<file path="config.mk">
export PLATFORM = sky130hd
export DESIGN_NAME = vga_rect_multi
export DESIGN_NICKNAME = d
export VERILOG_FILES = /design/src/rtl/vga_pkg.sv /design/src/rtl/vga_colour.sv /design/src/rtl/vga_rect_hit.sv /design/src/rtl/vga_rect_multi.sv
export SDC_FILE = /design/constraint.sdc
export NUM_CORES = 1
export LEC_CHECK = 0
export ABC_CLOCK_PERIOD_IN_PS = 3330
export BUFFER_PORTS_ARGS = -buffer_cell sky130_fd_sc_hd__buf_2
export CAP_MARGIN = 15
export CORE_MARGIN = 2
export CORE_UTILIZATION = 41
export DETAILED_ROUTE_END_ITERATION = 8
export GPL_ROUTABILITY_DRIVEN = 0
export GPL_TIMING_DRIVEN = 0
export HOLD_SLACK_MARGIN = 0.12
export RECOVER_POWER = 50
export SYNTH_ARGS = -nofsm -noshare
export SYNTH_HDL_FRONTEND = slang
export SYNTH_SLANG_ARGS = --single-unit
</file>
<file path="constraint.sdc">
create_clock -name clk -period 3.33 [get_ports clk]
set_input_delay 0.4995 -clock clk [delete_from_list [all_inputs] [get_ports clk]]
set_output_delay 0.4995 -clock clk [all_outputs]
set_load 0.02 [all_outputs]
</file>
<file path="src/rtl/vga_pkg.sv">
// Shared types and constants for the VGA rectangle overlay blocks.
package vga_pkg;

    // Width of a colour code understood by vga_colour.
    localparam int COLOUR_W = 5;

    // Coordinates are stored at this fixed width inside a rectangle record.
    // Narrower pixel coordinates are zero-extended, so COORD_W of any user
    // must not exceed this value.
    localparam int RECT_COORD_W = 16;

    // Draw mode of one rectangle slot.
    typedef enum logic [1:0] {
        MODE_SOLID = 2'b00,
        MODE_DASH  = 2'b01,
        MODE_FILL  = 2'b10,
        MODE_OFF   = 2'b11
    } rect_mode_e;

    // One programmable rectangle: (x0,y0) top-left, (x1,y1) bottom-right.
    typedef struct packed {
        logic [RECT_COORD_W-1:0] x0;
        logic [RECT_COORD_W-1:0] x1;
        logic [RECT_COORD_W-1:0] y0;
        logic [RECT_COORD_W-1:0] y1;
        logic [COLOUR_W-1:0]     colour;
        rect_mode_e              mode;
    } rect_t;

    // Value every slot takes after reset: switched off, all fields zero.
    localparam rect_t RECT_RESET = '{
        x0:     '0,
        x1:     '0,
        y0:     '0,
        y1:     '0,
        colour: '0,
        mode:   MODE_OFF
    };

endpackage

</file>
<file path="src/rtl/vga_colour.sv">
// Colour-code to RGB lookup used on the overlay path.
// Code 0 is transparent (c_mask_o=0). Codes 1..15 are the eight RGB corner
// colours, full intensity for 1..7 and half intensity for 8..15 (bit 3 set).
// Codes 16..31 are a 16-step grey ramp.
module vga_colour
    import vga_pkg::*;
(
    input  logic [COLOUR_W-1:0] code_i,
    output logic [7:0]          r_o,
    output logic [7:0]          g_o,
    output logic [7:0]          b_o,
    output logic                c_mask_o
);

    logic [7:0] level;

    // Decode the colour code into channel intensities and an opacity flag.
    always_comb begin
        level    = code_i[3] ? 8'h80 : 8'hFF;
        c_mask_o = (code_i != '0);
        r_o      = 8'h00;
        g_o      = 8'h00;
        b_o      = 8'h00;
        if (code_i[4]) begin
            r_o = {code_i[3:0], code_i[3:0]};
            g_o = {code_i[3:0], code_i[3:0]};
            b_o = {code_i[3:0], code_i[3:0]};
        end else begin
            r_o = code_i[0] ? level : 8'h00;
            g_o = code_i[1] ? level : 8'h00;
            b_o = code_i[2] ? level : 8'h00;
        end
    end

endmodule

</file>
<file path="src/rtl/vga_rect_hit.sv">
// Combinational hit test of one pixel against one rectangle slot.
// Compares are unsigned; an inverted extent (x0>x1 or y0>y1) never hits.
module vga_rect_hit
    import vga_pkg::*;
#(
    parameter int DASH_LOG2 = 2
) (
    input  rect_t                   rect_i,
    input  logic [RECT_COORD_W-1:0] x_i,
    input  logic [RECT_COORD_W-1:0] y_i,
    output logic                    hit_o
);

    logic inRect;
    logic onHoriz;
    logic onVert;
    logic onEdge;
    logic dashXBit;
    logic dashYBit;
    logic dashOn;

    // The dash phase only needs one bit of each offset from the top-left
    // corner; the low bits of a difference are the same at any modulus.
    assign dashXBit = 1'((x_i - rect_i.x0) >> DASH_LOG2);
    assign dashYBit = 1'((y_i - rect_i.y0) >> DASH_LOG2);

    // Geometry test, then mode selection.
    always_comb begin
        inRect  = (x_i >= rect_i.x0) && (x_i <= rect_i.x1) &&
                  (y_i >= rect_i.y0) && (y_i <= rect_i.y1);
        onHoriz = (y_i == rect_i.y0) || (y_i == rect_i.y1);
        onVert  = (x_i == rect_i.x0) || (x_i == rect_i.x1);
        onEdge  = inRect && (onHoriz || onVert);
        dashOn  = onHoriz ? ~dashXBit : ~dashYBit;
        hit_o   = 1'b0;
        case (rect_i.mode)
            MODE_SOLID: hit_o = onEdge;
            MODE_DASH:  hit_o = onEdge && dashOn;
            MODE_FILL:  hit_o = inRect;
            default:    hit_o = 1'b0;
        endcase
    end

endmodule

</file>
<file path="src/rtl/vga_rect_multi.sv">
// Multi-rectangle overlay generator. Rectangles are written into a pending
// bank and copied to the active bank at frame start, so a frame never shows a
// half-updated set. Output is two clocks behind xin/yin with a valid flag.
module vga_rect_multi
    import vga_pkg::*;
#(
    parameter  int NUM_RECTS = 4,
    parameter  int COORD_W   = 10,
    parameter  int DASH_LOG2 = 2,
    localparam int IDX_W     = (NUM_RECTS > 1) ? $clog2(NUM_RECTS) : 1
) (
    input  logic                clk,
    input  logic                rst,
    input  logic [COORD_W-1:0]  xin,
    input  logic [COORD_W-1:0]  yin,
    input  logic                frame_start,
    input  logic                wr_en,
    input  logic [IDX_W-1:0]    wr_idx,
    input  logic [COORD_W-1:0]  wr_x0,
    input  logic [COORD_W-1:0]  wr_x1,
    input  logic [COORD_W-1:0]  wr_y0,
    input  logic [COORD_W-1:0]  wr_y1,
    input  logic [COLOUR_W-1:0] wr_colour,
    input  logic [1:0]          wr_mode,
    output logic                commit_pending,
    output logic [7:0]          out_r,
    output logic [7:0]          out_g,
    output logic [7:0]          out_b,
    output logic                out_valid
);

    rect_t                   pendingBank_q [NUM_RECTS];
    rect_t                   activeBank_q  [NUM_RECTS];
    logic                    commitPending_q;

    rect_t                   wrRect;
    logic                    wrIdxOk;

    logic [RECT_COORD_W-1:0] xExt;
    logic [RECT_COORD_W-1:0] yExt;
    logic [NUM_RECTS-1:0]    hitVec;

    logic                    hitAny_d;
    logic [COLOUR_W-1:0]     hitColour_d;
    logic                    hitAny_q;
    logic [COLOUR_W-1:0]     hitColour_q;

    logic [7:0]              palR;
    logic [7:0]              palG;
    logic [7:0]              palB;
    logic                    palMask;
    logic                    pixelOn;

    logic                    outValid_q;
    logic [7:0]              outR_q;
    logic [7:0]              outG_q;
    logic [7:0]              outB_q;

    assign xExt = RECT_COORD_W'(xin);
    assign yExt = RECT_COORD_W'(yin);

    // Assemble the record being written; out-of-range slots are dropped.
    always_comb begin
        wrRect        = RECT_RESET;
        wrRect.x0     = RECT_COORD_W'(wr_x0);
        wrRect.x1     = RECT_COORD_W'(wr_x1);
        wrRect.y0     = RECT_COORD_W'(wr_y0);
        wrRect.y1     = RECT_COORD_W'(wr_y1);
        wrRect.colour = wr_colour;
        wrRect.mode   = rect_mode_e'(wr_mode);
        wrIdxOk       = (32'(wr_idx) < NUM_RECTS);
    end

    // Pending/active banks. A commit reads the pending registers before this
    // edge's write lands, so a same-cycle write waits for the next commit and
    // keeps commit_pending set.
    always_ff @(posedge clk) begin
        if (rst) begin
            for (int i = 0; i < NUM_RECTS; i++) begin
                pendingBank_q[i] <= RECT_RESET;
                activeBank_q[i]  <= RECT_RESET;
            end
            commitPending_q <= 1'b0;
        end else begin
            if (frame_start) begin
                for (int i = 0; i < NUM_RECTS; i++) begin
                    activeBank_q[i] <= pendingBank_q[i];
                end
            end
            if (wr_en && wrIdxOk) begin
                pendingBank_q[wr_idx] <= wrRect;
                commitPending_q       <= 1'b1;
            end else if (frame_start) begin
                commitPending_q <= 1'b0;
            end
        end
    end

    assign commit_pending = commitPending_q;

    // One hit tester per active slot.
    for (genvar g = 0; g < NUM_RECTS; g++) begin : gen_hit
        vga_rect_hit #(
            .DASH_LOG2 (DASH_LOG2)
        ) u_hit (
            .rect_i (activeBank_q[g]),
            .x_i    (xExt),
            .y_i    (yExt),
            .hit_o  (hitVec[g])
        );
    end

    // Priority select: scanning from the top slot down leaves the lowest
    // hitting index as the winner.
    always_comb begin
        hitAny_d    = 1'b0;
        hitColour_d = '0;
        for (int i = NUM_RECTS - 1; i >= 0; i--) begin
            if (hitVec[i]) begin
                hitAny_d    = 1'b1;
                hitColour_d = activeBank_q[i].colour;
            end
        end
    end

    // Stage 1: register the hit flag and winning colour code.
    always_ff @(posedge clk) begin
        if (rst) begin
            hitAny_q    <= 1'b0;
            hitColour_q <= '0;
        end else begin
            hitAny_q    <= hitAny_d;
            hitColour_q <= hitColour_d;
        end
    end

    vga_colour u_colour (
        .code_i   (hitColour_q),
        .r_o      (palR),
        .g_o      (palG),
        .b_o      (palB),
        .c_mask_o (palMask)
    );

    assign pixelOn = hitAny_q && palMask;

    // Stage 2: register the final pixel; colour is forced to zero when the
    // overlay has nothing opaque to show.
    always_ff @(posedge clk) begin
        if (rst) begin
            outValid_q <= 1'b0;
            outR_q     <= 8'h00;
            outG_q     <= 8'h00;
            outB_q     <= 8'h00;
        end else begin
            outValid_q <= pixelOn;
            outR_q     <= pixelOn ? palR : 8'h00;
            outG_q     <= pixelOn ? palG : 8'h00;
            outB_q     <= pixelOn ? palB : 8'h00;
        end
    end

    assign out_valid = outValid_q;
    assign out_r     = outR_q;
    assign out_g     = outG_q;
    assign out_b     = outB_q;

endmodule

</file>
# == Word-level counts from Yosys, hierarchy flattened ==
# Memory sizes are Yosys's and may differ from the RTL's.
# Cells that the tools add are included.
# totals
register_bits,32
ramBits,472
inputBits,73
out_inout_bits,26
wordCells,151
n_memories,2
# op_classes
add_sub_neg,8
magnitude_cmp,16
n_eq_ne,24
mux,40
bitwise_logic,13
reduce_logical,41
# mem_list
memory,words,word_bits,read_ports,rd_ports_with_merged_regs,wr,line_no,rtl
activeBank_q,4,71,4,0,4,vga_rect_multi.sv:33,rect_t activeBank_q [NUM_RECTS];
pendingBank_q,4,47,4,0,4,vga_rect_multi.sv:32,rect_t pendingBank_q [NUM_RECTS];
# op_table
operator,count
$mux 71,4
$eq 10x16->1,16
$ge 10x16->1,8
$le 10x16->1,8
$mux 8,6
$mux 47,1
$reduce_or 47->1,1
$sub 3x3->3,8
$logic_and 1x1->1,21
$mux 5,4
$mux 1,19
$logic_or 1x1->1,12
$pmux 1 s3,4
$not 1->1,9
$eq 2x1->1 const B,4
$eq 2x2->1 const B,4
$logic_not 2->1,4
$mux 7,1
$reduce_bool 5->1,1
$or 1x1->1,4
$mux 2,1
$reduce_bool 2->1,1
$reduce_or 2->1,1

# == Logic depth before layout (Yosys ltp) ==
# An unclocked memory read counts as a cell.
# depth
word_depth,12
mapped_depth,10
ltp_nobuf,10

# == By module ==
# A second synthesis with hierarchy kept.
# hier_totals
hier_cells,1836
area_unflattened_um2,21878.5
# modules_own_cells
module,instances,cells_per_inst,area_each_um2,seq_area_each_um2
vga_rect_multi,1,894,14946.8,11931.4
vga_rect_hit,4,226,1677.9,0.0
vga_colour,1,38,220.2,0.0

# == Worst setup path after synthesis ==
# No wires, ideal clock.
# synth_path
path_type,input to register
start,input rst
end,memory activeBank_q[0][0] (netlist bit) (enable)
t_arrival_ns,3.063
path_slack_ns,-0.203
cell_stages,2
cell_sequence,buf_1 -> or2_2
# synth_rtl
element,line_no,rtl
start: declaration,vga_rect_multi.sv:13,"input logic rst,"
end: declaration,vga_rect_multi.sv:33,

==> flow_metrics.tcl <==
set metrics [dict create \
    status "complete, but fails checks" \
    violations "max-capacitance violations, max-slew violations" \
    drive_gt1_share_pct 9.59 \
    drtIter0Drc 610 \
    power_density_nw_per_um2 538 \
    start_kind "flop" \
    clock_power_share_pct 39.6 \
    place_area_um2 20500 \
    stdcell_area_um2 21800 \
    area_growth_pct 13.9 \
    r2r_cells 10 \
    drt-wirelength-per-cell_um 19.5 \
    ir_drop_mv 0.331 \
    hold-path-cell-count 2 \
    die_height_um 220 \
    syn_inst 1501 \
    synth_area_leader_cell "edfxtp_1" \
    crit_arrival_ns 3.70 \
    io_buffers 98 \
    drtPass1Iterations 5 \
    synthTopCellsByArea "edfxtp_1 59%, and2_1 12%, ha_1 10%" \
    r2r_setup_slack_ns 0.11 \
    ctsHtreeMaxLevel 2 \
    synth_top_cells_by_count "376 x edfxtp_1, 362 x and2_1, 166 x inv_1" \
    crit_chain "inv_1 -> ha_1 -> nand4_1 -> nor3_2 -> nor4_1 -> a2111oi_1 -> o2111ai_2 -> nor3b_1 -> mux2i_1 -> o221ai_2" \
    dpl.hpwl_um 31400 \
    p_seq_share_pct 50.7 \
    rr_startpoint "activeBank_q[3][30]" \
    switching_share_pct 23.2 \
    worstSetupEndpointType "flop" \
    hold_viol 0 \
    worstPathRequired_ns 3.81 \
    min_to "pendingBank_q[2][0]" \
    overflow 0 \
    coreArea_um2 46300 \
    multi_input_area_um2 6510 \
    path_buf_inv 1 \
    cts_buffers 42 \
    ys_async_sr_fraction_pct 0 \
    clk_latency_ns 0.57 \
    synth-edff-count 376 \
    syn_area_per_cell_um2 12.7 \
    cts_tree "yes" \
    reg2reg_to "hitColour_q[3]" \
    grt_pass1_vias 11100 \
    ys_seq_area_share_pct 61.5 \
    yosysWarnings 0 \
    routed_wl_um 44500 \
    power_frac_comb_pct 9.7 \
    critPathKind "reg2reg" \
    cts_hold_buf 0 \
    dieArea_um2 48300 \
    vias 11300 \
    finalCritPeriodShare_pct 96.6 \
    setup_viol 0 \
    slew_headroom_pct -5.28 \
    start_util_pct 41.3 \
    skew_ns 0.0158 \
    grt_max_degree 67 \
    cap_violations 1 \
    io-pin-count 99 \
    ys.flop_type "edfxtp_1" \
    clk_path_buf_depth 3 \
    antenna_found_initial 3 \
    yosysMostFrequentCell "edfxtp_1" \
    cpLargestDelayFamily "compound AO/OA/AOI/OAI gates" \
    crit_slowest_cell "a2111oi_1" \
    holdCritPathClass "in2reg" \
    die_w_um 220 \
    syn-cell-area_um2 19100 \
    grt_pass1_wl_um 66700 \
    ys_ff_latch 399 \
    cts_sinks 399 \
    diodes 0 \
    rsz0062_at_grt "false" \
    seq_area_um2 11800 \
    synth_top_area_share_pct 59.1 \
    clk_pin_slew_worst_paths_ns 0.06 \
    hp-start "wr_mode[0]" \
    num_rows 79 \
    nets 1882 \
    syn_nets 1734 \
    ant_nets 0 \
    fillers 4157 \
    cts-root-buf "clkbuf_16" \
    p_int_mw 8.99 \
    p_leak_nw 8.51 \
    worst_pin_slew_ns 1.58 \
    drcViolationCount 0 \
    crit_fanout 6 \
    p_sw_mw 2.72 \
    via_per_inst 4.94 \
    grtUsageTotal_pct 18.8 \
    critPathMaxStageDelay_ns 0.76 \
    fmax_mhz 311 \
    slew_viol_final 48 \
    yosysUniqueCellTypes 65 \
    p_total_mw 11.7 \
    fin_crit_ns 3.22 \
]
-- final cells by class --
cell class / count / share of cell area, %
Multi-Input combinational cell: 883 / 29.9
Tap cell: 607 / 3.49
Timing Repair Buffer: 104 / 2.51
Inverter: 166 / 2.86
Buffer: 53 / 1.07
Clock buffer: 56 / 5.41
Clock inverter: 17 / 0.782
Sequential cell: 399 / 54.0
-- repair_timing --
| item | 4_1_cts | 5_1_grt |
|---|---|---|
| setup buffers | 0 | 1 |
| gates resized for setup | 1 | 0 |
| setup endpoints to repair | 4 | 5 |
-- layout by cell type (no fill, tap or decap), types with 4 or more instances in the layout --
cell type	Yosys	routed
clkinv_2	0	4
clkbuf_16	0	45
o21ai_0	28	28
buf_2	0	70
mux2i_1	6	6
o21a_1	14	14
o221ai_1	5	5
a31oi_1	4	4
nand4_1	23	23
nand2_1	38	38
buf_4	9	10
inv_1	166	166
clkinv_1	0	7
and2_0	0	98
and2_1	362	264
nor2_1	30	30
a21o_1	9	9
nand2b_1	24	24
nor3b_1	6	6
or2_2	6	4
o31ai_1	4	4
ha_1	160	160
and3_1	4	4
nor3_1	13	13
dfxtp_1	23	23
clkbuf_1	43	82
and4_1	5	5
a21oi_1	54	54
edfxtp_1	376	376
o211ai_1	7	7
a211oi_1	10	10
nor2b_1	15	15
-- power by group through the flow --
stage | clock [mW] | combinational [mW] | sequential (mW)
floorplan | 0 | 0.699 | 6.01
global placement | 0 | 1.10 | 6.04
detailed placement | 0 | 1.16 | 6.04
CTS | 4.72 | 1.17 | 5.94
global route | 4.91 | 1.29 | 5.97
finish | 4.63 | 1.14 | 5.94
-- state kept, by name, indices dropped and copies added, names as in the netlist --
| register | cells |
|---|---|
| activeBank_q | 188 |
| out_g | 5 |
| out_valid | 1 |
| commit_pending | 1 |
| pendingBank_q | 188 |
| out_r | 5 |
| hitAny_q | 1 |
| out_b | 5 |
| hitColour_q | 5 |
-- metal layers --
layer  vias up  share of wire [%]  track usage (%)  wire [um]
li1       5544                  -                -          -
met1      5462                 44             24.6      19700
met2       207                 48             31.5      21500
met3        74                4.3             3.26       1910
met4         6                2.9             6.73       1270
met5         -              0.081                0         36
-- worst reg2reg max path, stage by stage, from the launching register on --
cell,delay [ns]
edfxtp_1,0.34
inv_1,0.05
ha_1,0.31
nand4_1,0.18
nor3_2,0.40
nor4_1,0.18
a2111oi_1,0.76
o2111ai_2,0.35
nor3b_1,0.29
mux2i_1,0.12
o221ai_2,0.17
-- metrics by stage --
stage / TNS, ns / util (%) / setup slack [ns] / hold WS (ns) / std cells
after floorplan: 0 / - / 0.742 / 0.425 / 1501
after global placement: -85.25 / 44.0 / -0.635 / 0.445 / 2206
after detailed placement: -5.28 / 44.3 / -0.542 / 0.443 / 2211
after CTS: 0 / 47.2 / 0.0227 / 0.208 / 2284
after global routing: 0 / 47.1 / 0.0136 / 0.238 / 2285
final: 0 / 47.1 / 0.112 / 0.238 / 2285
-- logic make-up (layout without fill, tap and decap cells) --
group	after synthesis	in the layout	synth area share (%)
AND/OR/NAND/NOR	546	546	17.2
XOR/XNOR	5	5	0.229
flip-flops	399	399	61.5
AO/OA/AOI/OAI	166	166	5.79
adder cells (fa/ha/maj)	160	160	10.5
multiplexers	6	6	0.314
buffers and inverters	219	396	4.48
-- worst max-delay path by stage --
stage | slack, ns | endpoint | depth (start not counted) | from
6_report | 0.11 | hitColour_q[3] | 10 | activeBank_q[3][30]
5_1_grt | 0.01 | hitColour_q[3] | 10 | activeBank_q[3][30]
4_1_cts | 0.02 | hitColour_q[4] | 10 | activeBank_q[2][12]
3_5_place_dp | -0.54 | hitColour_q[1] | 11 | xin[0]
3_3_place_gp | -0.64 | hitColour_q[3] | 11 | xin[0]
2_1_floorplan | 0.74 | activeBank_q[0][0] | 2 | rst
No activity file was read; power rests on OpenSTA's default activity.
